$ cat src/rtl/pc_stack_seq_if.sv
// Bundle of control inputs and status outputs for the PC sequencer with return stack.
// The master drives the operation; the slave (the sequencer) reports PC and stack status.
interface pc_stack_seq_if #(
    parameter int unsigned WIDTH = 16,
    parameter int unsigned DEPTH = 8
);
    logic                         en;
    logic [2:0]                   op;
    logic [WIDTH-1:0]             in;
    logic                         err_clr;
    logic [WIDTH-1:0]             PC;
    logic [$clog2(DEPTH+1)-1:0]   sp;
    logic                         full;
    logic                         empty;
    logic                         err;

    modport master (
        output en, op, in, err_clr,
        input  PC, sp, full, empty, err
    );

    modport slave (
        input  en, op, in, err_clr,
        output PC, sp, full, empty, err
    );
endinterface

$ cat src/rtl/pc_stack_seq.sv
// Program counter sequencer with jump, relative branch, call/return and a LIFO return stack.
// Stack over/underflow leaves state untouched and raises a sticky error flag.
module pc_stack_seq #(
    parameter int unsigned      WIDTH     = 16,
    parameter int unsigned      DEPTH     = 8,
    parameter logic [WIDTH-1:0] RESET_VEC = '0
) (
    input logic           clk,
    input logic           rst,
    pc_stack_seq_if.slave bus
);
    localparam int unsigned SpW  = $clog2(DEPTH + 1);
    localparam int unsigned PtrW = $clog2(DEPTH);
    localparam logic [SpW-1:0] SpFull = SpW'(DEPTH);

    localparam logic [2:0] OpInc   = 3'b001;
    localparam logic [2:0] OpJmp   = 3'b010;
    localparam logic [2:0] OpRel   = 3'b011;
    localparam logic [2:0] OpCallA = 3'b100;
    localparam logic [2:0] OpCallR = 3'b101;
    localparam logic [2:0] OpRet   = 3'b110;

    logic [WIDTH-1:0] pc_q, pc_d;
    logic [SpW-1:0]   sp_q, sp_d;
    logic             err_q, err_d;
    logic [WIDTH-1:0] stack_q [DEPTH];

    logic             full, empty;
    logic             push, fault;
    logic [WIDTH-1:0] ret_addr;
    logic [PtrW-1:0]  wr_idx, rd_idx;

    assign full     = (sp_q == SpFull);
    assign empty    = (sp_q == '0);
    assign ret_addr = pc_q + WIDTH'(1);
    assign wr_idx   = PtrW'(sp_q);
    assign rd_idx   = PtrW'(sp_q - SpW'(1));

    always_comb begin
        pc_d  = pc_q;
        sp_d  = sp_q;
        push  = 1'b0;
        fault = 1'b0;
        if (bus.en) begin
            case (bus.op)
                OpInc:   pc_d = ret_addr;
                OpJmp:   pc_d = bus.in;
                OpRel:   pc_d = pc_q + bus.in;
                OpCallA, OpCallR: begin
                    if (full) begin
                        fault = 1'b1;
                    end else begin
                        push = 1'b1;
                        sp_d = sp_q + SpW'(1);
                        pc_d = (bus.op == OpCallA) ? bus.in : pc_q + bus.in;
                    end
                end
                OpRet: begin
                    if (empty) begin
                        fault = 1'b1;
                    end else begin
                        sp_d = sp_q - SpW'(1);
                        pc_d = stack_q[rd_idx];
                    end
                end
                default: ;
            endcase
        end
        // A fresh fault outranks a clear on the same edge.
        if (fault) begin
            err_d = 1'b1;
        end else if (bus.err_clr) begin
            err_d = 1'b0;
        end else begin
            err_d = err_q;
        end
    end

    always_ff @(posedge clk or posedge rst) begin
        if (rst) begin
            pc_q  <= RESET_VEC;
            sp_q  <= '0;
            err_q <= 1'b0;
        end else begin
            pc_q  <= pc_d;
            sp_q  <= sp_d;
            err_q <= err_d;
        end
    end

    // Entries carry no reset; only locations below sp are ever read.
    always_ff @(posedge clk) begin
        if (push) begin
            stack_q[wr_idx] <= ret_addr;
        end
    end

    assign bus.PC    = pc_q;
    assign bus.sp    = sp_q;
    assign bus.full  = full;
    assign bus.empty = empty;
    assign bus.err   = err_q;
endmodule

$ cat src/flat_wrapper.sv
// flat-port wrapper written by rule: the top's interface ports become plain ports
module pc_stack_seq_flat 
#(
    parameter int unsigned      WIDTH     = 16,
    parameter int unsigned      DEPTH     = 8,
    parameter logic [WIDTH-1:0] RESET_VEC = '0
)
  (clk, rst, bus_en, bus_op, bus_in, bus_err_clr, bus_PC, bus_sp, bus_full, bus_empty, bus_err);
  pc_stack_seq_if #(.WIDTH(WIDTH), .DEPTH(DEPTH)) bus_i ();
  input logic clk;
  input logic rst;
  input wire logic [$bits(bus_i.en)-1:0] bus_en;
  input wire logic [$bits(bus_i.op)-1:0] bus_op;
  input wire logic [$bits(bus_i.in)-1:0] bus_in;
  input wire logic [$bits(bus_i.err_clr)-1:0] bus_err_clr;
  output wire logic [$bits(bus_i.PC)-1:0] bus_PC;
  output wire logic [$bits(bus_i.sp)-1:0] bus_sp;
  output wire logic [$bits(bus_i.full)-1:0] bus_full;
  output wire logic [$bits(bus_i.empty)-1:0] bus_empty;
  output wire logic [$bits(bus_i.err)-1:0] bus_err;
  assign bus_i.en = bus_en;
  assign bus_i.op = bus_op;
  assign bus_i.in = bus_in;
  assign bus_i.err_clr = bus_err_clr;
  assign bus_PC = bus_i.PC;
  assign bus_sp = bus_i.sp;
  assign bus_full = bus_i.full;
  assign bus_empty = bus_i.empty;
  assign bus_err = bus_i.err;
  pc_stack_seq #(.WIDTH(WIDTH), .DEPTH(DEPTH), .RESET_VEC(RESET_VEC)) u_core (.clk(clk), .rst(rst), .bus(bus_i));
endmodule
$ cat config.mk
export PLATFORM = sky130hd
export DESIGN_NAME = pc_stack_seq_flat
export DESIGN_NICKNAME = d
export VERILOG_FILES = /design/src/rtl/pc_stack_seq_if.sv /design/src/rtl/pc_stack_seq.sv /design/src/flat_wrapper.sv
export SDC_FILE = /design/constraint.sdc
export NUM_CORES = 1
export LEC_CHECK = 0
export ABC_AREA = 1
export CORE_AREA = 2 2 123 125
export CTS_BUF_LIST = sky130_fd_sc_hd__clkbuf_2 sky130_fd_sc_hd__clkbuf_4 sky130_fd_sc_hd__clkbuf_8
export DETAILED_ROUTE_END_ITERATION = 8
export DIE_AREA = 0 0 125 127
export GPL_TIMING_DRIVEN = 0
export PLACE_DENSITY = 0.73
export RECOVER_POWER = 25
export SYNTH_ARGS = -nofsm -noshare
export SYNTH_HDL_FRONTEND = slang
export SYNTH_SLANG_ARGS = --single-unit
$ cat constraint.sdc
create_clock -name clk -period 4.95 [get_ports clk]
set_input_delay 0.495 -clock clk [delete_from_list [all_inputs] [get_ports clk]]
set_output_delay 0.495 -clock clk [all_outputs]
set_load 0.05 [all_outputs]
==> results_dict.tcl, run 1 <==
set metrics [dict create \
    run_status "finished, final reports clean" \
    placement_rows 44 \
    non_filler_cells_in_the_finished_layout 1134 \
    vias_in_the_first_global_route 5854 \
    synth.top_cells.by_count "237 x sky130_fd_sc_hd__nand2_1, 128 x sky130_fd_sc_hd__edfxtp_1, 103 x sky130_fd_sc_hd__nor2_1" \
    report.final.hold_viol_count 0 \
    post_cts_buffers 0 \
    post-place-cells 1102 \
    detail_route.wirelength_mm 21.2 \
    drt_drc_violations_left 0 \
    critPathLaunchType "register" \
    finalMaxSlewViolations 0 \
    fin_crit_sh 0.677 \
    yosys_warnings 0 \
    grt_overflow 0 \
    vias 6343 \
    detailed_place.area_um2 8610 \
    tritoncts "built" \
    ys_types 36 \
    async_reset_ff_frac 0.141 \
    drt_pass1_iterations 5 \
    yosys_register_bits 149 \
    clk_latency_ns 0.46 \
    portBuffers 44 \
    floorplan_core_area_um2 14400 \
    ctsHtreeMaxLevel 4 \
    postSynthAreaPerCell_um2 9.02 \
    tritoncts.num_buffers 17 \
    critical_path_class "register to output pin" \
    cts-hold-fix-buffers 0 \
    grt_antenna_before_repair 0 \
    finalClockSkew_ns 0.0118 \
    hold_ws_ns 0.524 \
    clk_pin_slew_ns 0.09 \
    ranking_of_synthesized_cells_by_area "sky130_fd_sc_hd__edfxtp_1 49%, sky130_fd_sc_hd__nand2_1 11%, sky130_fd_sc_hd__dfrtp_1 6.7%, sky130_fd_sc_hd__nor2_1 5.0%, sky130_fd_sc_hd__o21ai_0 4.0%" \
    first_iter_violations 630 \
    timing.critical_path.to_type "output pin" \
    grt_util_all_layers 0.273 \
    clkSinkCount 149 \
    vias_per_cell 5.59 \
    synth_area_leader "sky130_fd_sc_hd__edfxtp_1" \
    timing_worst_slew_pin_value_ns 0.918 \
    clock.fmax_mhz 298 \
    number_of_enable_flip_flop_cells_after_synthesis 128 \
    power.total_mw 5.39 \
    finalNetCount 979 \
    ctsResizeCount 0 \
    cts_max_path_buffers 2 \
    place_hpwl_mm 15.5 \
    drt.antenna.violating_nets 0 \
    die_y_um 127 \
    layout.filler_cells 1218 \
    ir_drop_v 0.000383 \
    post-route-cell-area_um2 9050 \
    leakagePower_nw 3.70 \
    design.portCount 46 \
    post-synth-top-area-fraction 0.492 \
    worst_rel_slew_slack 0.387 \
    grt_first_pass_wirelength_mm 32.6 \
    maxCapViolCount 0 \
    wire_per_inst_um 18.7 \
    finalWeightedCongestion 0.988 \
    final_layout_size_suffix_gt1_frac 0.108 \
    most_common_cell_in_the_synthesized_netlist "sky130_fd_sc_hd__nand2_1" \
    fp.dieArea_um2 15900 \
    final.min_clock_period_ns 3.35 \
    syn-num-nets 907 \
    synth_top_flop_cell "sky130_fd_sc_hd__edfxtp_1" \
    syn-cell-area_um2 7810 \
    finalSetupViolations 0 \
    die_x_um 125 \
    worstHoldPathType "register to register" \
    diodes 0 \
    grt_max_degree 22 \
    final_util 0.627 \
    synth_seq_area_share 0.560 \
    area_growth_syn_to_layout_pct 15.9 \
    clockRootBuffer "sky130_fd_sc_hd__clkbuf_8" \
    worst-endpoint-arrival_ns 2.86 \
    grt_setup_unrepaired "no" \
    start_util 0.541 \
    syn_inst_count 865 \
    cp_max_fo 10 \
    worst-endpoint-required_ns 4.45 \
    power_per_cell_area_nw_per_um2 596 \
]
-- stage by stage --
| step | TNS (ns) | setup slack, ns |
|---|---|---|
| finish | 0 | 1.60 |
| global route | 0 | 1.39 |
| CTS | 0 | 1.56 |
| detailed placement | 0 | 1.94 |
| global placement | -0.207 | -0.0142 |
| floorplan | 0 | 1.08 |
-- routing by layer --
layer  vias to the layer above  global-route usage  wire length, um
li1                       3034                   -                -
met1                      2967               0.396             9350
met2                       305               0.407             9460
met3                        37              0.0561             1790
met4                         0               0.107              641
met5                         -                   0                0
-- registers in the layout, indices dropped and copies added (netlist names) --
| register | cells |
|---|---|
| u_core.bus.sp | 4 |
| u_core.bus.PC | 16 |
| u_core.bus.err | 1 |
| u_core.stack_q | 128 |
-- critical path: stages, from the launching register on --
cell and delay, ns:
sky130_fd_sc_hd__dfrtp_1 0.40, sky130_fd_sc_hd__buf_2 0.17, sky130_fd_sc_hd__inv_2 0.08, sky130_fd_sc_hd__buf_4 0.19, sky130_fd_sc_hd__buf_2 0.26, sky130_fd_sc_hd__ha_1 0.28, sky130_fd_sc_hd__nand3_1 0.14, sky130_fd_sc_hd__inv_1 0.09
sky130_fd_sc_hd__clkdlybuf4s50_1 0.79
-- report_power, final --
group	switching, mW	internal [mW]	total (mW)
clock	0.466	0.593	1.06
sequential	0.136	1.62	1.76
combinational	1.81	0.767	2.58
-- layout by cell type, fill, tap and decap left out, drive strengths merged --
cell type	Yosys	layout
a21oi	31	31
a31oi	1	1
and2	1	1
buf	25	34
bufinv	0	5
clkbuf	7	24
clkdlybuf4s50	0	43
clkinv	0	7
clkinvlp	0	3
dfrtp	21	21
dlygate4sd3	0	1
edfxtp	128	128
fa	1	1
ha	18	18
inv	83	83
nand2	242	242
nand3	62	62
nand3b	4	4
nand4	6	6
nor2	107	107
nor3	17	17
nor4	1	1
o211ai	2	2
o21ai	77	77
o22ai	11	11
or2	4	4
xnor2	5	5
xor2	11	11
-- final cells by class --
class	count	area [um^2]	area share
Timing Repair Buffer	53	546	0.0603
Sequential cell	149	4370	0.483
Multi-Input combinational cell	601	2960	0.327
Tap cell	184	230	0.0254
Clock inverter	15	211	0.0234
Clock buffer	17	234	0.0259
Buffer	32	189	0.0209
Inverter	83	314	0.0347
-- cells by family (layout without fill, tap and decap cells) --
logic type | after synthesis | in the layout | synth area share
fa+ha+maj | 19 | 19 | 0.0314
flops | 149 | 149 | 0.560
compound gates | 122 | 122 | 0.0832
xor+xnor | 16 | 16 | 0.0180
buf+inv | 115 | 200 | 0.0644
simple gates | 444 | 444 | 0.243
-- path summary, 6_finish.rpt --
kind	slack [ns]	startpoint	to	cells after the start
min in group asynchronous	0.67	rst	u_core.bus.sp[0]$_DFFE_PP0P_	2
worst min-delay path	0.52	u_core.bus.err$_DFFE_PP0P_	u_core.bus.err$_DFFE_PP0P_	2
worst max register to register	1.88	u_core.bus.sp[0]$_DFFE_PP0P_	u_core.bus.PC[0]$_DFFE_PP0P_	12
worst min register to register	0.52	u_core.bus.err$_DFFE_PP0P_	u_core.bus.err$_DFFE_PP0P_	2
max in group asynchronous	3.71	rst	u_core.bus.PC[3]$_DFFE_PP0P_	2
worst max-delay path	1.60	u_core.bus.sp[0]$_DFFE_PP0P_	bus_full	8
Note: power is estimated with default switching activity, not from simulation.
==> inputs of run 2 (changes only) <==
--- a/config.mk
+++ b/config.mk
@@ -11,7 +11,7 @@
 export DETAILED_ROUTE_END_ITERATION = 8
 export DIE_AREA = 0 0 125 127
 export GPL_TIMING_DRIVEN = 0
-export PLACE_DENSITY = 0.73
+export PLACE_DENSITY = 0.76
 export RECOVER_POWER = 25
 export SYNTH_ARGS = -nofsm -noshare
 export SYNTH_HDL_FRONTEND = slang
==> constraint.sdc (replaced) <==
create_clock -name clk -period 2.7 [get_ports clk]
set_input_delay 0.27 -clock clk [delete_from_list [all_inputs] [get_ports clk]]
set_output_delay 0.27 -clock clk [all_outputs]
set_load 0.05 [all_outputs]
==> results_dict.tcl, run 2 (synthesis gave the netlist of run 1 again) <==
set metrics [dict create \
    crit_path_frequent_cell "sky130_fd_sc_hd__buf_6" \
    final_util 0.626 \
    tritoncts.num_buffers 17 \
    clock.fmax_mhz 397 \
    slowest_stage "sky130_fd_sc_hd__nor2_4" \
    report.final.hold_viol_count 0 \
    clk_latency_ns 0.48 \
    vias_per_cell 5.66 \
    most_frequent_standard_cell_in_the_layout_excluding_fill_and_tap_cells "sky130_fd_sc_hd__nand2_1" \
    top_register "u_core.stack_q" \
    cpPeakStageDelay_ns 0.54 \
    clkSinkCount 149 \
    power_per_cell_area_nw_per_um2 1080 \
    timing.final.ws_setup_ns 0.180 \
    finalNetCount 974 \
    fin_crit_sh 0.933 \
    grt_antenna_before_repair 0 \
    worst_rel_slew_slack 0.388 \
    grt_max_degree 22 \
    worst-endpoint-required_ns 2.81 \
    placement_rows 44 \
    run_status "finished, final reports clean" \
    diodes 0 \
    grt_overflow 0 \
    fp.dieArea_um2 15900 \
    critical_path.cell_chain "buf_6 -> inv_2 -> buf_4 -> buf_6 -> ha_4 -> nand3_1 -> nand2_2 -> nor2_2 -> nand2_1 -> nor2_4" \
    first_iter_violations 736 \
    maxCapViolCount 0 \
    place_ws_ns -0.364 \
    critPathLaunchType "register" \
    design.portCount 46 \
    cp_max_fo 16 \
    timing_worst_slew_pin_value_ns 0.916 \
    detailed_place.area_um2 8560 \
    place_hpwl_mm 14.7 \
    worst-endpoint-arrival_ns 2.63 \
    finalClockSkew_ns 0.0154 \
    finalMaxSlewViolations 0 \
    cts_max_path_buffers 2 \
    ir_drop_v 0.000667 \
    critical_path_class "register to register" \
    vias_in_the_first_global_route 5708 \
    area_growth_syn_to_layout_pct 15.7 \
    clk_pin_slew_ns 0.09 \
    hold_ws_ns 0.299 \
    grt_setup_unrepaired "no" \
    worstHoldPathType "primary input to register" \
    largest_register_ffs 128 \
    final_layout_size_suffix_gt1_frac 0.119 \
    drt_pass1_iterations 5 \
    post-route-cell-area_um2 9030 \
    finalSetupViolations 0 \
    final.min_clock_period_ns 2.52 \
    portBuffers 44 \
    finalWeightedCongestion 0.976 \
    grt_first_pass_wirelength_mm 32.2 \
    clockRootBuffer "sky130_fd_sc_hd__clkbuf_8" \
    commonest_non_fill_non_tap_cells_in_the_layout "237 x sky130_fd_sc_hd__nand2_1, 128 x sky130_fd_sc_hd__edfxtp_1, 98 x sky130_fd_sc_hd__nor2_1" \
    vias 6386 \
    die_x_um 125 \
    grt_util_all_layers 0.268 \
    detail_route.wirelength_mm 20.8 \
    ctsHtreeMaxLevel 4 \
    drt_drc_violations_left 0 \
    layout.filler_cells 1209 \
    die_y_um 127 \
    cts-hold-fix-buffers 0 \
    tritoncts "built" \
    leakagePower_nw 3.69 \
    timing.critical_path.to_type "register" \
    floorplan_core_area_um2 14400 \
    wire_per_inst_um 18.4 \
    timing.setup.tns_ns 0 \
    start_util 0.541 \
    drt.antenna.violating_nets 0 \
]
[run 2: repair_timing]
| item | 4_1_cts | 5_1_grt |
|---|---|---|
| gates resized for setup | 8 | 13 |
| setup buffers | 5 | 0 |
| pin swaps | 3 | 0 |
| setup endpoints to repair | 137 | 50 |
| gates cloned | 0 | 0 |
[run 2: worst paths after layout]
| kind | start | endpoint | slack, ns | depth (start not counted) |
|---|---|---|---|---|
| min in group asynchronous | rst | u_core.bus.PC[13]$_DFFE_PP0P_ | 0.44 | 2 |
| min reg2reg | u_core.bus.sp[3]$_DFFE_PP0P_ | u_core.bus.sp[3]$_DFFE_PP0P_ | 0.53 | 1 |
| max in group asynchronous | rst | u_core.bus.sp[0]$_DFFE_PP0P_ | 1.64 | 2 |
| max reg2reg | u_core.bus.sp[0]$_DFFE_PP0P_ | u_core.stack_q[2][5]$_DFFE_PP_ | 0.18 | 10 |
| min | bus_op[2] | u_core.bus.sp[0]$_DFFE_PP0P_ | 0.30 | 4 |
| max | u_core.bus.sp[0]$_DFFE_PP0P_ | u_core.stack_q[2][5]$_DFFE_PP_ | 0.18 | 10 |
[run 2: final cells by class]
type	count	area (um^2)	share of cell area
buffer	31	206	0.0229
clock buffer	17	234	0.0259
clock inverter	15	146	0.0162
sequential	149	4370	0.484
multi-input combinational	601	3020	0.335
tap	184	230	0.0255
timing repair buffer	49	505	0.0560
inverter	83	314	0.0348
[run 2: metrics by stage]
step           cells  power (mW)
2_1_floorplan    865        6.44
3_3_place_gp    1093        7.86
3_5_place_dp    1093        7.96
4_1_cts         1130        9.61
5_1_grt         1129        10.3
6_report        1129        9.73
[run 2: report_power, final]
group / total (mW) / switching (mW) / internal, mW / leakage, nW
clock: 1.68 / 0.932 / 0.746 / 0.188
sequential: 3.22 / 0.240 / 2.98 / 1.42
combinational: 4.83 / 3.36 / 1.47 / 2.08
total: 9.73 / 4.53 / 5.19 / 3.69
[run 2: layer usage]
metal | wire length [um] | track usage | share of wire | up-vias
met5 | 0 | 0 | 0 | -
met1 | 9010 | 0.388 | 0.43 | 2951
met2 | 9350 | 0.412 | 0.45 | 350
li1 | - | - | - | 3038
met3 | 1890 | 0.0469 | 0.091 | 47
met4 | 561 | 0.0948 | 0.027 | 0
[run 2: worst max-delay path, delay by kind of cell (launching register included)]
family	cells	cell delay, ns
simple gates	5	1.05
buf+inv	4	0.51
flops	1	0.38
fa+ha+maj	1	0.19
==> inputs of run 3 (changes only) <==
--- a/config.mk
+++ b/config.mk
@@ -11,7 +11,7 @@
 export DETAILED_ROUTE_END_ITERATION = 8
 export DIE_AREA = 0 0 125 127
 export GPL_TIMING_DRIVEN = 0
-export PLACE_DENSITY = 0.76
+export PLACE_DENSITY = 0.88
 export RECOVER_POWER = 25
 export SYNTH_ARGS = -nofsm -noshare
 export SYNTH_HDL_FRONTEND = slang
==> results_dict.tcl, run 3 (synthesis gave the netlist of run 1 again) <==
set metrics [dict create \
    grt_antenna_before_repair 0 \
    power_per_cell_area_nw_per_um2 1090 \
    ir_drop_v 0.000460 \
    floorplan_core_area_um2 14400 \
    grt_util_all_layers 0.268 \
    wl_met1_mm 8.35 \
    tritoncts "built" \
    tritoncts.num_buffers 17 \
    layout.filler_cells 1132 \
    design.portCount 46 \
    finalNetCount 976 \
    finalSetupViolations 0 \
    worstHoldStart "bus_op[2]" \
    met3_length_mm 2.25 \
    critical_path_class "register to output pin" \
    clk_latency_ns 0.44 \
    report.final.hold_viol_count 0 \
    worst-endpoint-arrival_ns 2.33 \
    final_layout_size_suffix_gt1_frac 0.113 \
    placement_rows 44 \
    commonest_non_fill_non_tap_cells_in_the_layout "237 x sky130_fd_sc_hd__nand2_1, 128 x sky130_fd_sc_hd__edfxtp_1, 98 x sky130_fd_sc_hd__nor2_1" \
    timing.setup.tns_ns 0 \
    detail_route.wirelength_mm 21.1 \
    run_status "finished, final reports clean" \
    clk_pin_slew_ns 0.08 \
    cp_max_fo 10 \
    diodes 0 \
    vias 6549 \
    drt_drc_violations_left 0 \
    grt_setup_unrepaired "yes" \
    post-route-cell-area_um2 9090 \
    portBuffers 44 \
    clock.fmax_mhz 385 \
    finalMaxSlewViolations 0 \
    critPathLaunchType "register" \
    fin_crit_sh 0.962 \
    most_frequent_standard_cell_in_the_layout_excluding_fill_and_tap_cells "sky130_fd_sc_hd__nand2_1" \
    wire_per_inst_um 18.6 \
    met2_length_mm 9.57 \
    worstHoldPathType "primary input to register" \
    dr.max_layer_used "met4" \
    cts_max_path_buffers 2 \
    place_hpwl_mm 14.5 \
    clockRootBuffer "sky130_fd_sc_hd__clkbuf_8" \
    worst-endpoint-required_ns 2.43 \
    timing.critical_path.to_type "output pin" \
    top_register "u_core.stack_q" \
    leakagePower_nw 3.72 \
    final.min_clock_period_ns 2.60 \
    maxCapViolCount 0 \
    clkSinkCount 149 \
    worst_rel_slew_slack 0.357 \
    drt_pass1_iterations 6 \
    first_iter_violations 843 \
    ctsHtreeMaxLevel 4 \
    cts-hold-fix-buffers 0 \
    timing_worst_slew_pin_value_ns 0.963 \
    grt_overflow 0 \
    detailed_place.area_um2 8560 \
    grt_first_pass_wirelength_mm 32.6 \
    vias_per_cell 5.80 \
    start_util 0.541 \
    finalClockSkew_ns 0.0125 \
    largest_register_ffs 128 \
    grt_max_degree 22 \
    worst_r2r_path_depth 15 \
    timing.rr.start "u_core.bus.sp[0]$_DFFE_PP0P_" \
    die_x_um 125 \
    timing.rr.end "u_core.bus.PC[7]$_DFFE_PP0P_" \
    die_y_um 127 \
    vias_in_the_first_global_route 6132 \
    fp.dieArea_um2 15900 \
    holdPathEnd "u_core.bus.sp[1]$_DFFE_PP0P_" \
    area_growth_syn_to_layout_pct 16.4 \
    drt.antenna.violating_nets 0 \
    reg2reg_slack_ns 0.10 \
    hold-path-cell-count 4 \
    finalWeightedCongestion 0.960 \
]
## run 3: where the power goes
group | switching (mW) | total [mW] | internal [mW]
logic | 3.36 | 4.82 | 1.47
registers | 0.254 | 3.23 | 2.98
clock network | 0.822 | 1.83 | 1.01
total | 4.43 | 9.88 | 5.45
## run 3: area by class of cell
| type | instances | area (um^2) | share of cell area |
|---|---|---|---|
| buffer | 32 | 211 | 0.0233 |
| clock buffer | 19 | 249 | 0.0274 |
| clock inverter | 12 | 161 | 0.0178 |
| inverter | 83 | 314 | 0.0346 |
| multi-input combinational | 601 | 3020 | 0.332 |
| sequential | 149 | 4370 | 0.481 |
| tap | 184 | 230 | 0.0253 |
| timing repair buffer | 50 | 534 | 0.0588 |
## run 3: critical path, stage by stage (launching register included)
cell	delay (ns)
sky130_fd_sc_hd__dfrtp_2	0.43
sky130_fd_sc_hd__buf_6	0.14
sky130_fd_sc_hd__inv_2	0.06
sky130_fd_sc_hd__buf_4	0.18
sky130_fd_sc_hd__buf_6	0.19
sky130_fd_sc_hd__ha_4	0.18
sky130_fd_sc_hd__nand3_1	0.11
sky130_fd_sc_hd__inv_1	0.08
sky130_fd_sc_hd__dlygate4sd2_1	0.52
## run 3: routing by layer
metal | GRT usage | vias up
met4 | 0.137 | 0
met3 | 0.0540 | 73
met2 | 0.410 | 401
met5 | 0 | -
li1 | - | 3032
met1 | 0.367 | 3043
## run 3: through the flow
stage | instances | worst slack (ns) | power, mW | util | hold slack, ns
global placement | 1093 | -0.250 | 7.79 | 0.594 | 0.516
finish | 1130 | 0.102 | 9.88 | 0.630 | 0.339
floorplan | 865 | 0.00156 | 6.44 | - | 0.246
CTS | 1129 | -0.00583 | 9.71 | 0.628 | 0.319
detailed placement | 1093 | -0.279 | 7.90 | 0.594 | 0.520
global route | 1130 | -0.0285 | 10.4 | 0.630 | 0.351
## run 3: how the worst max path moves through the flow
stage / start / cells past startpoint / slack (ns) / end
2_1_floorplan: u_core.bus.sp[0]$_DFFE_PP0P_ / 10 / 0.002 / u_core.stack_q[1][0]$_DFFE_PP_
3_3_place_gp: u_core.bus.sp[0]$_DFFE_PP0P_ / 10 / -0.25 / u_core.stack_q[1][3]$_DFFE_PP_
3_5_place_dp: u_core.bus.sp[0]$_DFFE_PP0P_ / 10 / -0.28 / u_core.stack_q[1][3]$_DFFE_PP_
4_1_cts: u_core.bus.sp[0]$_DFFE_PP0P_ / 10 / -0.006 / u_core.stack_q[0][5]$_DFFE_PP_
5_1_grt: u_core.bus.sp[0]$_DFFE_PP0P_ / 15 / -0.03 / u_core.bus.PC[7]$_DFFE_PP0P_
6_report: u_core.bus.sp[0]$_DFFE_PP0P_ / 8 / 0.10 / bus_full
## run 3: what timing repair did
item / in CTS / in global routing
setup endpoints to repair: 104 / 49
pin swaps: 2 / 1
resized for setup: 6 / 15
setup buffers: 5 / 1
endpoints found under the hold margin: 0 / 0
